`src/rtl/lsu_bus_bridge.sv`:
```
// rtl/lsu_bus_bridge.sv - memory-stage load/store unit bridging pipeline requests onto a valid/ready data bus
// Stalls the pipeline while a bus transfer is in flight; formats load data and flags misalignment/timeouts.
module lsu_bus_bridge #(
  parameter int TIMEOUT = 16
) (
  input  logic        clk,
  input  logic        rst,
  input  logic        memreadM,
  input  logic        memwriteM,
  input  logic [2:0]  funct3M,
  input  logic [31:0] aluresultM,
  input  logic [31:0] writedataM,
  output logic [31:0] readdataM,
  output logic        stallM,
  output logic        misalignM,
  output logic        buserrM,
  output logic        bus_valid,
  output logic        bus_we,
  output logic [31:0] bus_addr,
  output logic [3:0]  bus_be,
  output logic [31:0] bus_wdata,
  input  logic        bus_ready,
  input  logic [31:0] bus_rdata
);

  localparam int CW = (TIMEOUT > 0) ? $clog2(TIMEOUT + 1) : 1;
  localparam logic [CW-1:0] CNT_MAX  = CW'(TIMEOUT);
  localparam logic [CW-1:0] CNT_LAST = CW'((TIMEOUT > 0) ? TIMEOUT - 1 : 0);

  typedef enum logic [1:0] {IDLE = 2'd0, BUSY = 2'd1, DONE = 2'd2} state_t;

  state_t          state, stateNext;
  logic            req, sizeByte, sizeHalf, misaligned, timedOut;
  logic [1:0]      off, offQ;
  logic [2:0]      funct3Q;
  logic [3:0]      beNext;
  logic [31:0]     wdataNext, loadData;
  logic [7:0]      loadByte;
  logic [15:0]     loadHalf;
  logic [CW-1:0]   waitCnt;

  assign req        = memreadM | memwriteM;
  assign off        = aluresultM[1:0];
  assign sizeByte   = (funct3M[1:0] == 2'b00);
  assign sizeHalf   = (funct3M[1:0] == 2'b01);
  assign misaligned = (sizeHalf & off[0]) | (~sizeByte & ~sizeHalf & (off != 2'b00));
  // waitCnt counts completed BUSY cycles, so the TIMEOUT-th BUSY cycle is the last one
  assign timedOut   = (TIMEOUT != 0) && (waitCnt == CNT_LAST);

  always_comb begin
    beNext    = 4'b1111;
    wdataNext = writedataM;
    if (sizeByte) begin
      beNext    = 4'b0001 << off;
      wdataNext = {4{writedataM[7:0]}};
    end else if (sizeHalf) begin
      beNext    = 4'b0011 << off;
      wdataNext = {2{writedataM[15:0]}};
    end
  end

  assign loadByte = bus_rdata[{offQ, 3'b000} +: 8];
  assign loadHalf = offQ[1] ? bus_rdata[31:16] : bus_rdata[15:0];

  always_comb begin
    case (funct3Q[1:0])
      2'b00:   loadData = {{24{~funct3Q[2] & loadByte[7]}}, loadByte};
      2'b01:   loadData = {{16{~funct3Q[2] & loadHalf[15]}}, loadHalf};
      default: loadData = bus_rdata;
    endcase
  end

  always_ff @(posedge clk or negedge rst) begin
    if (!rst) state <= IDLE;
    else      state <= stateNext;
  end

  always_comb begin
    stateNext = state;
    stallM    = 1'b0;
    misalignM = 1'b0;
    case (state)
      IDLE: begin
        if (req) begin
          if (misaligned) begin
            misalignM = 1'b1;
          end else begin
            stallM    = 1'b1;
            stateNext = BUSY;
          end
        end
      end
      BUSY: begin
        stallM = 1'b1;
        if (bus_ready || timedOut) stateNext = DONE;
      end
      DONE:    stateNext = IDLE;
      default: stateNext = IDLE;
    endcase
  end

  always_ff @(posedge clk or negedge rst) begin
    if (!rst) begin
      bus_valid <= 1'b0;
      bus_we    <= 1'b0;
      bus_addr  <= '0;
      bus_be    <= '0;
      bus_wdata <= '0;
      readdataM <= '0;
      buserrM   <= 1'b0;
      funct3Q   <= '0;
      offQ      <= '0;
      waitCnt   <= '0;
    end else begin
      buserrM <= 1'b0;
      case (state)
        IDLE: begin
          if (req && !misaligned) begin
            bus_valid <= 1'b1;
            bus_we    <= memwriteM;
            bus_addr  <= {aluresultM[31:2], 2'b00};
            bus_be    <= beNext;
            bus_wdata <= wdataNext;
            funct3Q   <= funct3M;
            offQ      <= off;
          end
        end
        BUSY: begin
          if (waitCnt != CNT_MAX) waitCnt <= waitCnt + 1'b1;
          if (bus_ready) begin
            bus_valid <= 1'b0;
            if (!bus_we) readdataM <= loadData;
          end else if (timedOut) begin
            bus_valid <= 1'b0;
            readdataM <= '0;
            buserrM   <= 1'b1;
          end
        end
        DONE:    waitCnt <= '0;
        default: waitCnt <= '0;
      endcase
    end
  end

endmodule
```
`config.mk`:
```
export PLATFORM = sky130hd
export DESIGN_NAME = lsu_bus_bridge
export DESIGN_NICKNAME = d
export VERILOG_FILES = /design/src/rtl/lsu_bus_bridge.sv
export SDC_FILE = /design/constraint.sdc
export NUM_CORES = 1
export LEC_CHECK = 0
export CAP_MARGIN = 30
export CORE_MARGIN = 1.5
export CORE_UTILIZATION = 45
export DETAILED_ROUTE_END_ITERATION = 8
export GPL_ROUTABILITY_DRIVEN = 0
export PLACE_DENSITY = 0.83
export RECOVER_POWER = 100
export SLEW_MARGIN = 30
export SYNTH_ARGS = -nofsm -noshare
export SYNTH_HDL_FRONTEND = slang
export SYNTH_SLANG_ARGS = --single-unit
```
`constraint.sdc`:
```
create_clock -name clk -period 4.5 [get_ports clk]
set_input_delay 1.125 -clock clk [delete_from_list [all_inputs] [get_ports clk]]
set_output_delay 1.125 -clock clk [all_outputs]
set_load 0.02 [all_outputs]
```
# Word-level counts from Yosys, hierarchy flattened
# Cells that the tools add are included.
[op_classes]
n_mux = 28
bitwise = 11
n_eq_ne = 12
n_reduce_logical = 14
n_shift = 3
addsub = 1
[ops]
columns = ["op", "n"]
rows = [
  ["32-bit 2-to-1 mux", 5],
  ["32-bit one-hot mux with 2 select lines", 1],
  ["32-bit by 6-bit indexed part select with 8-bit output", 1],
  ["16-bit 2-to-1 mux", 1],
  ["2-bit inequality test (second input constant)", 6],
  ["1-bit 2-to-1 mux", 11],
  ["5-bit one-hot mux with 2 select lines", 1],
  ["3-bit AND reduction", 3],
  ["4-bit 2-to-1 mux", 2],
  ["2-bit by 1-bit == test with 1-bit output (second input constant)", 3],
  ["2-bit zero test", 3],
  ["2-bit 2-to-1 mux", 3],
  ["2-bit nonzero test", 3],
  ["5-bit by 1-bit adder with 5-bit output (second input constant)", 1],
  ["1-bit AND", 5],
  ["5-bit by 4-bit == test with 1-bit output (second input constant)", 1],
  ["5-bit 2-to-1 mux", 1],
  ["5-bit inequality test (second input constant)", 1],
  ["1-bit NOT", 4],
  ["1-bit one-hot mux with 2 select lines", 2],
  ["2-bit one-hot mux with 2 select lines", 1],
  ["2-bit AND reduction", 2],
  ["1-bit by 2-bit << shifter with 4-bit output (first input constant)", 1],
  ["2-bit by 2-bit << shifter with 4-bit output (first input constant)", 1],
  ["5 further kinds", 6],
]
[totals]
reg_bits = 113
out_inout_bits = 105

# Longest topological paths before layout
# Gate-level depths: netlist of run 1.
[logic_depth]
ltp_word = 9
depth_mapped = 8

# Least setup slack after synthesis of run 1
# OpenSTA, ideal clock, no wires.
[synth_path]
path_type = "input-to-output"
from = "in funct3M[1]"
to = "out stallM"
required_time_ns = 3.375
slack_ns = 1.215
n_path_buf = 2
t_arrival_ns = 2.160
cell_stages = 5
path_cell_list = "clkbuf_1 -> clkbuf_1 -> o21a_1 -> a21oi_1 -> nor2_1"
[synth_via]
elab_chain_len = 8
[synth_lines]
columns = ["item", "line", "rtl"]
rows = [
  ["from (decl)", "10", "input logic [2:0] funct3M,"],
  ["2-bit by 1-bit == test with 1-bit output / 2-bit zero test (equally long branches)", "45, 44", ""],
  ["1-bit NOT", "46", "assign misaligned = (sizeHalf & off[0]) | (~sizeByte & ~sizeHalf & (off != 2'b00));"],
  ["1-bit AND (2 in series)", "46", ""],
  ["1-bit OR (*)", "46", ""],
  ["1-bit 2-to-1 mux (*)", "85", "if (misaligned) begin"],
  ["1-bit 2-to-1 mux (*)", "84", "if (req) begin"],
  ["1-bit one-hot mux with 2 select lines (*)", "82", "case (state)"],
  ["to (decl)", "14", "output logic stallM,"],
]
# Every way passes the cells marked *; elsewhere a longest branch is shown, timed or not.

# Worst setup path in the final report of run 1
[layout_path]
from = "in aluresultM[1]"
to = "out misalignM"
[layout_via]
elab_chain_len = 6
[layout_lines]
columns = ["item", "line", "rtl"]
rows = [
  ["from (decl)", "11", "input logic [31:0] aluresultM,"],
  ["2-bit nonzero test", "46", ""],
  ["1-bit AND", "46", ""],
  ["1-bit OR", "46", ""],
  ["1-bit 2-to-1 mux", "85", ""],
  ["1-bit 2-to-1 mux", "84", ""],
  ["1-bit 2-to-1 mux", "82", ""],
  ["to (decl)", "15", "output logic misalignM,"],
]
# No other way between the ends.

==> key figures, run 1 <==
Outcome
  – Status: complete, but fails checks
  – Failing checks: max-capacitance violations, max-slew violations

STA
  – Highest clock rate: between 200 and 250 MHz
  – Max Transition Viols Final: 98
  – Slew headroom: -0.257
  – Fin crit share: 0.950
  – Period minus WS final: roughly 4.3 ns
  – Setup TNS: 0 ns
  – Final hold violation count: 0
  – Actual slew at the worst max-slew pin: 1.89 ns
  – Setup violators final: 0
  – Clock Skew: 0.0122 ns
  – Fin worst setup slack: 0.226 ns
  – RSZ-0062 raised after global routing: false

Run
  – Number of max-cap violations: 2

Worst hold path
  – Hold Path End: bus_wdata[9]
  – Hold Crit Class: reg2reg
  – Hold-critical path depth: 2
  – HP Start: bus_wdata[9]

Cells and area
  – ANT cells: 0
  – Layout cells sized above 1: 0.0471
  – Filler instances: 868
  – Syn-to-layout area delta: 50.0%
  – Nets@finish: slightly below 800

Setup path
  – Req. time, crit path: roughly 3.4 ns
  – Most used cell, CP: dlygate4sd3_1
  – Worst EP arrival: ~3.2 ns
  – Crit Path Max Fanout: 5
  – CP startpoint kind: input port
  – Family with the most delay on the worst path: buffers and inverters
  – FF-to-FF path depth: 4
  – Slowest cell on crit path: dlygate4sd3_1
  – Slowest Stage Delay on Critical Path: 0.70 ns
  – Reg-to-reg slack, setup: 1.73 ns
  – R2R Path End: bus_wdata[7]
  – Worst r2r src: state[0]
  – CP endpoint kind: output port
  – CP bufs+invs: 3
  – Crit path kind: in2out
  – Worst-path cell chain: dlygate4sd3_1, inv_1, ha_1, nand2b_1, o21a_1, nor2_1, dlygate4sd3_1

GRT
  – Total track usage: 0.252
  – Vias in the first global route: roughly 4800
  – Initial antenna violation count: 0
  – Met3 global-route usage: 0.104
  – Global routing's busiest layer: met2
  – First-pass GRT wire length: 24400 µm
  – Met2 usage: 0.416
  – GR met1 Demand/Resource: 0.290
  – Grt ovf: 0
  – Pin count of the biggest net entering global routing: slightly below 80

Clocking
  – Clock root buffer: clkbuf_16
  – CTS tree: built
  – Clk_lat worst skew: 0.41 ns
  – # clock sinks: ~110
  – Htree depth: 4
  – CTS clk-pin slew, worst paths: 0.05 ns
  – Post-CTS Repair Setup Buffers: 0
  – Cts repair resizes: 0
  – # hold bufs at CTS: 0
  – Max Buffers Root-to-Sink: 2
  – TritonCTS Buffers: 17

Synth
  – Mapped cell area: approximately 5200 µm²
  – Cells after Synth: ~470
  – Sequential share of the synthesized area: 0.540
  – Synth Flop Type: dfrtp_1
  – Warnings, synthesis: 0
  – Share of synthesized flip-flops with an asynchronous set or reset: 1.00
  – EDFF count, synth: 0
  – Post-Syn Area per Cell: approximately 11 µm²
  – Unique masters post-synth: 44
  – #FFs+latches synth: about 110

Floorplan
  – Die width: roughly 110 µm
  – Ports: between 200 and 250
  – Chip height: ~110 µm
  – Row cnt: 39
  – Core area: 11400 µm²
  – Die footprint: roughly 12000 µm²
  – Starting Density: 0.461

Routing
  – Number of routed nets with antenna violations: 0
  – Initial drt markers: 289
  – Post-detailed-route wirelength per cell: between 15 and 20 µm
  – First-pass DRT Iterations: 5
  – Vias per inst: between 5 and 6
  – Post-Route WL: 14800 µm
  – Vias: 4552
  – Number of remaining DRC errors: 0

Power
  – Lkg Pwr: 3.48 nW
  – Power per standard cell area: roughly 650 nW/µm²
  – Worst-case vdd ir drop: slightly above 0.4 mV

Placement
  – HPWL Detailed: roughly 11000 µm
  – Worst slack, placed: between 0.2 and 0.3 ns
  – Port bufs: slightly above 200
==> layout by cell type (no fill, tap or decap), drive strengths merged, types with 12 or more instances in the layout <==
cell type      count
mux2              42
a21oi             28
dfrtp            113
mux2i             33
clkdlybuf4s50    101
a221o             17
o21ai             55
nand2b            12
nand2             56
clkbuf            31
nor2              22
dlygate4sd3      104
==> synthesized netlist by cell type, types with 3 or more instances <==
library cell	n	area share
dfrtp_1	113	0.54
o21ai_0	24	0.023
ha_1	7	0.017
mux2i_1	33	0.063
buf_4	4	0.0057
clkbuf_1	11	0.0079
nor2b_1	3	0.0036
mux2_1	42	0.090
a21oi_1	28	0.027
nand2b_1	12	0.014
or3_1	7	0.0084
buf_2	16	0.015
a221o_1	17	0.032
nor2_1	21	0.015
nand2_1	56	0.040
inv_1	7	0.0050
and4b_1	7	0.013
o21ai_1	31	0.030
==> through the flow <==
step,instances,utilization,total power (W),area [µm²],hold slack (ns)
floorplan,472,-,0.00298,5240,0.511
detailed placement,797,0.653,0.00420,7430,0.469
CTS,822,0.698,0.00540,7940,0.490
finish,822,0.691,0.00514,7860,0.476
global route,822,0.691,0.00544,7860,0.499
global placement,795,0.650,0.00412,7390,0.461
==> sequential cells by signal, indices dropped and copies added, names as in the netlist <==
register / count
buserrM: 1
bus_be: 4
offQ: 2
bus_wdata: 32
state: 2
bus_addr: 30
readdataM: 32
bus_valid: 1
bus_we: 1
waitCnt: 5
funct3Q: 3
==> worst max-delay path by stage <==
stage                       start         to  cells past startpoint
finish              aluresultM[1]  misalignM                      7
global route        aluresultM[1]     stallM                      8
CTS                 aluresultM[0]     stallM                      8
detailed placement  aluresultM[0]     stallM                      8
global placement    aluresultM[1]  misalignM                      7
floorplan              funct3M[1]     stallM                      5
==> kinds of logic (layout without fill, tap and decap cells) <==
| group | after synthesis | in the layout | synth area share |
|---|---|---|---|
| and+or+nand+nor | 121 | 121 | 0.116 |
| DFF | 113 | 113 | 0.540 |
| AOI/OAI and AO/OA | 110 | 110 | 0.131 |
| muxes | 75 | 75 | 0.153 |
| buffers and inverters | 41 | 248 | 0.0375 |
| adders and majority gates | 7 | 7 | 0.0167 |
| xor gates and xnor gates | 3 | 3 | 0.00502 |
| other | 1 | 2 | 0.000716 |
==> metal layers <==
metal  wire length, µm  vias to the layer above
met5                 0                        -
met4               384                        0
met3              1610                       30
met2              7070                      230
met1              5790                     2215
li1                  -                     2077
==> final cells by class <==
type / instances / area, µm² / area share
Sequential cell: 113 / 2830 / 0.360
Multi-Input combinational cell: 318 / 2210 / 0.281
Timing Repair Buffer: 215 / 2110 / 0.268
Clock buffer: 24 / 502 / 0.0639
Tap cell: 143 / 179 / 0.0228
Inverter: 8 / 30.0 / 0.00382
Clock inverter: 1 / 5.00 / 0.000637
==> worst min-delay path, delay by kind of cell, from the launching register on <==
family | cells | cell delay (ns)
AO/OA/AOI/OAI | 1 | 0.06
flip-flops | 1 | 0.34
AND/OR/NAND/NOR | 1 | 0.04
==> power by group <==
group	switching [W]	leakage [nW]	internal (W)	total (W)
Sequential	0.000319	1.38	0.00148	0.00180
Clock	0.000408	0.252	0.000749	0.00116
Combinational	0.00119	1.85	0.000993	0.00219
(Power assumes the default switching activity.)
==> run 2: changes to the inputs <==
- CELL_PAD_IN_SITES_DETAIL_PLACEMENT: not set -> 1
- CELL_PAD_IN_SITES_GLOBAL_PLACEMENT: not set -> 2
- CORE_ASPECT_RATIO: not set -> 0.8
- CORE_MARGIN: 1.5 -> 5
- CORE_UTILIZATION: 45 -> 28
- PLACE_DENSITY: 0.83 -> not set
- PLACE_DENSITY_LB_ADDON: not set -> 0.1
==> key figures, run 2 (synthesis results as in run 1) <==
Clocking
  – Max Buffers Root-to-Sink: 2
  – Clk_lat worst skew: 0.41 ns
  – CTS clk-pin slew, worst paths: around 0.05 ns
  – TritonCTS Buffers: 17
  – Htree depth: 4
  – Post-CTS Repair Setup Buffers: 0
  – # clock sinks: about 110
  – CTS tree: built
  – Clock root buffer: clkbuf_16
  – Cts repair resizes: 0
  – # hold bufs at CTS: 0

Power
  – Comb power frac: 0.416
  – Lkg Pwr: 3.50 nW
  – Internal: around 0.0033 W
  – Reg power frac: 0.338
  – Clock network power share: 0.246
  – Net Sw Frac: 0.384
  – Power per standard cell area: ~660 nW/µm²
  – Switching pwr: about 0.0020 W
  – Worst-case vdd ir drop: roughly 0.29 mV

Cells and area
  – Layout cells sized above 1: 0.0641
  – Syn-to-layout area delta: 54.0%
  – Filler instances: roughly 2000
  – Most frequent cells in the layout: dfrtp_1 (113), dlygate4sd3_1 (105), clkdlybuf4s50_1 (99), nand2_1 (56), o21ai_0 (49)
  – Biggest regs: bus_wdata: 32 flops, readdataM: 32 flops, bus_addr: 30 flops
  – FF+latch area: roughly 2800 µm²
  – Nets@finish: roughly 780
  – Multi-input logic area: about 2200 µm²
  – Most common cell after layout, fill and taps aside: dfrtp_1
  – Final Util: 0.441

Routing
  – Post-detailed-route wirelength per cell: around 19 µm
  – Number of remaining DRC errors: 0
  – Vias per inst: about 4.7
  – Post-Route WL: 17700 µm
  – First-pass DRT Iterations: 4
  – Vias: about 4500
  – Number of routed nets with antenna violations: 0
  – Initial drt markers: 125

Worst hold path
  – Hold-critical path depth: 2
  – Hold Crit Class: reg2reg
  – HP Start: bus_be[1]
  – Hold Path End: bus_be[1]

Setup path
  – Family with the most delay on the worst path: buffers and inverters
  – Crit Path Max Fanout: 5
  – R2R Path End: bus_wdata[14]
  – FF-to-FF path depth: 5
  – Crit path kind: in2out
  – Req. time, crit path: about 3.4 ns
  – Worst r2r src: state[0]
  – Slowest Stage Delay on Critical Path: 0.66 ns
  – Reg-to-reg slack, setup: 1.74 ns
  – Slowest cell on crit path: dlygate4sd3_1
  – CP startpoint kind: input port
  – CP endpoint kind: output port
  – Worst EP arrival: approximately 3.1 ns
  – CP bufs+invs: 3
  – Worst-path cell chain: clkdlybuf4s50_1, inv_1, ha_1, nand2b_1, o21a_1, a21oi_1, nor2_1, dlygate4sd3_1

Outcome
  – Status: complete, but fails checks
  – Failing checks: max-capacitance violations, max-slew violations

STA
  – Setup violators final: 0
  – Fin worst setup slack: 0.247 ns
  – Slew headroom: -0.627
  – Actual slew at the worst max-slew pin: around 2.4 ns
  – RSZ-0062 raised after global routing: false
  – Fin crit share: 0.945
  – Highest clock rate: between 200 and 250 MHz
  – Setup TNS: 0 ns
  – Max Transition Viols Final: 45
  – Clock Skew: a little under 0.007 ns
  – Final hold violation count: 0
  – Period minus WS final: 4.25 ns

Placement
  – Port bufs: around 210
  – Worst slack, placed: 0.307 ns
  – HPWL Detailed: 12900 µm

GRT
  – Pin count of the biggest net entering global routing: 57
  – Initial antenna violation count: 1
  – First-pass GRT wire length: about 28000 µm
  – Total track usage: 0.165
  – Vias in the first global route: between 4000 and 5000
  – Grt ovf: 0

Floorplan
  – Die width: 163 µm
  – Die footprint: roughly 22000 µm²
  – Core area: about 18000 µm²
  – Starting Density: 0.287
  – Row cnt: 44
  – Chip height: approximately 130 µm
  – Ports: roughly 210

Run
  – Number of max-cap violations: 1
## run 2: worst min-delay path: cells and delay by family (launching register included)
family / cells / cell delay [ns]
compound gates: 1 / 0.06
flops: 1 / 0.33
simple gates: 1 / 0.04
## run 2: worst max-delay path by stage
stage / endpoint / slack [ns] / cells past startpoint / startpoint
after floorplan: stallM / 1.22 / 5 / funct3M[1]
after global placement: stallM / 0.33 / 8 / aluresultM[1]
after detailed placement: stallM / 0.31 / 8 / aluresultM[1]
after CTS: stallM / 0.28 / 8 / aluresultM[1]
after global routing: stallM / 0.11 / 8 / aluresultM[1]
final: stallM / 0.25 / 8 / aluresultM[1]
## run 2: power groups by stage
| stage | clock [W] | combinational [W] | sequential (W) |
|---|---|---|---|
| 5_1_grt | 0.00139 | 0.00239 | 0.00186 |
| 6_report | 0.00131 | 0.00222 | 0.00180 |
| 3_5_place_dp | 0 | 0.00244 | 0.00184 |
| 4_1_cts | 0.00134 | 0.00245 | 0.00183 |
| 3_3_place_gp | 0 | 0.00239 | 0.00181 |
| 2_1_floorplan | 0 | 0.000736 | 0.00224 |
## run 2: stage by stage
stage | cells | hold WS (ns) | instance area (µm²) | total power (W)
after detailed placement | 907 | 0.477 | 7560 | 0.00427
final | 940 | 0.474 | 8060 | 0.00532
after CTS | 939 | 0.490 | 8130 | 0.00562
after floorplan | 472 | 0.511 | 5240 | 0.00298
after global routing | 940 | 0.494 | 8060 | 0.00564
after global placement | 905 | 0.462 | 7520 | 0.00420
## run 2: layout make-up
| type | count | area share |
|---|---|---|
| flip-flops and latches | 113 | 0.351 |
| multi-input cells | 318 | 0.275 |
| repair buffers | 215 | 0.260 |
| clock buffers | 18 | 0.0532 |
| well taps | 253 | 0.0393 |
| clock inverters | 14 | 0.0177 |
| inverters | 8 | 0.00372 |
| diodes | 1 | 0.000310 |
## run 2: metal layers
metal,wire (µm),global-route usage
met4,133,0.0415
met3,1350,0.0594
met1,8120,0.220
met2,8060,0.255
met5,0,0
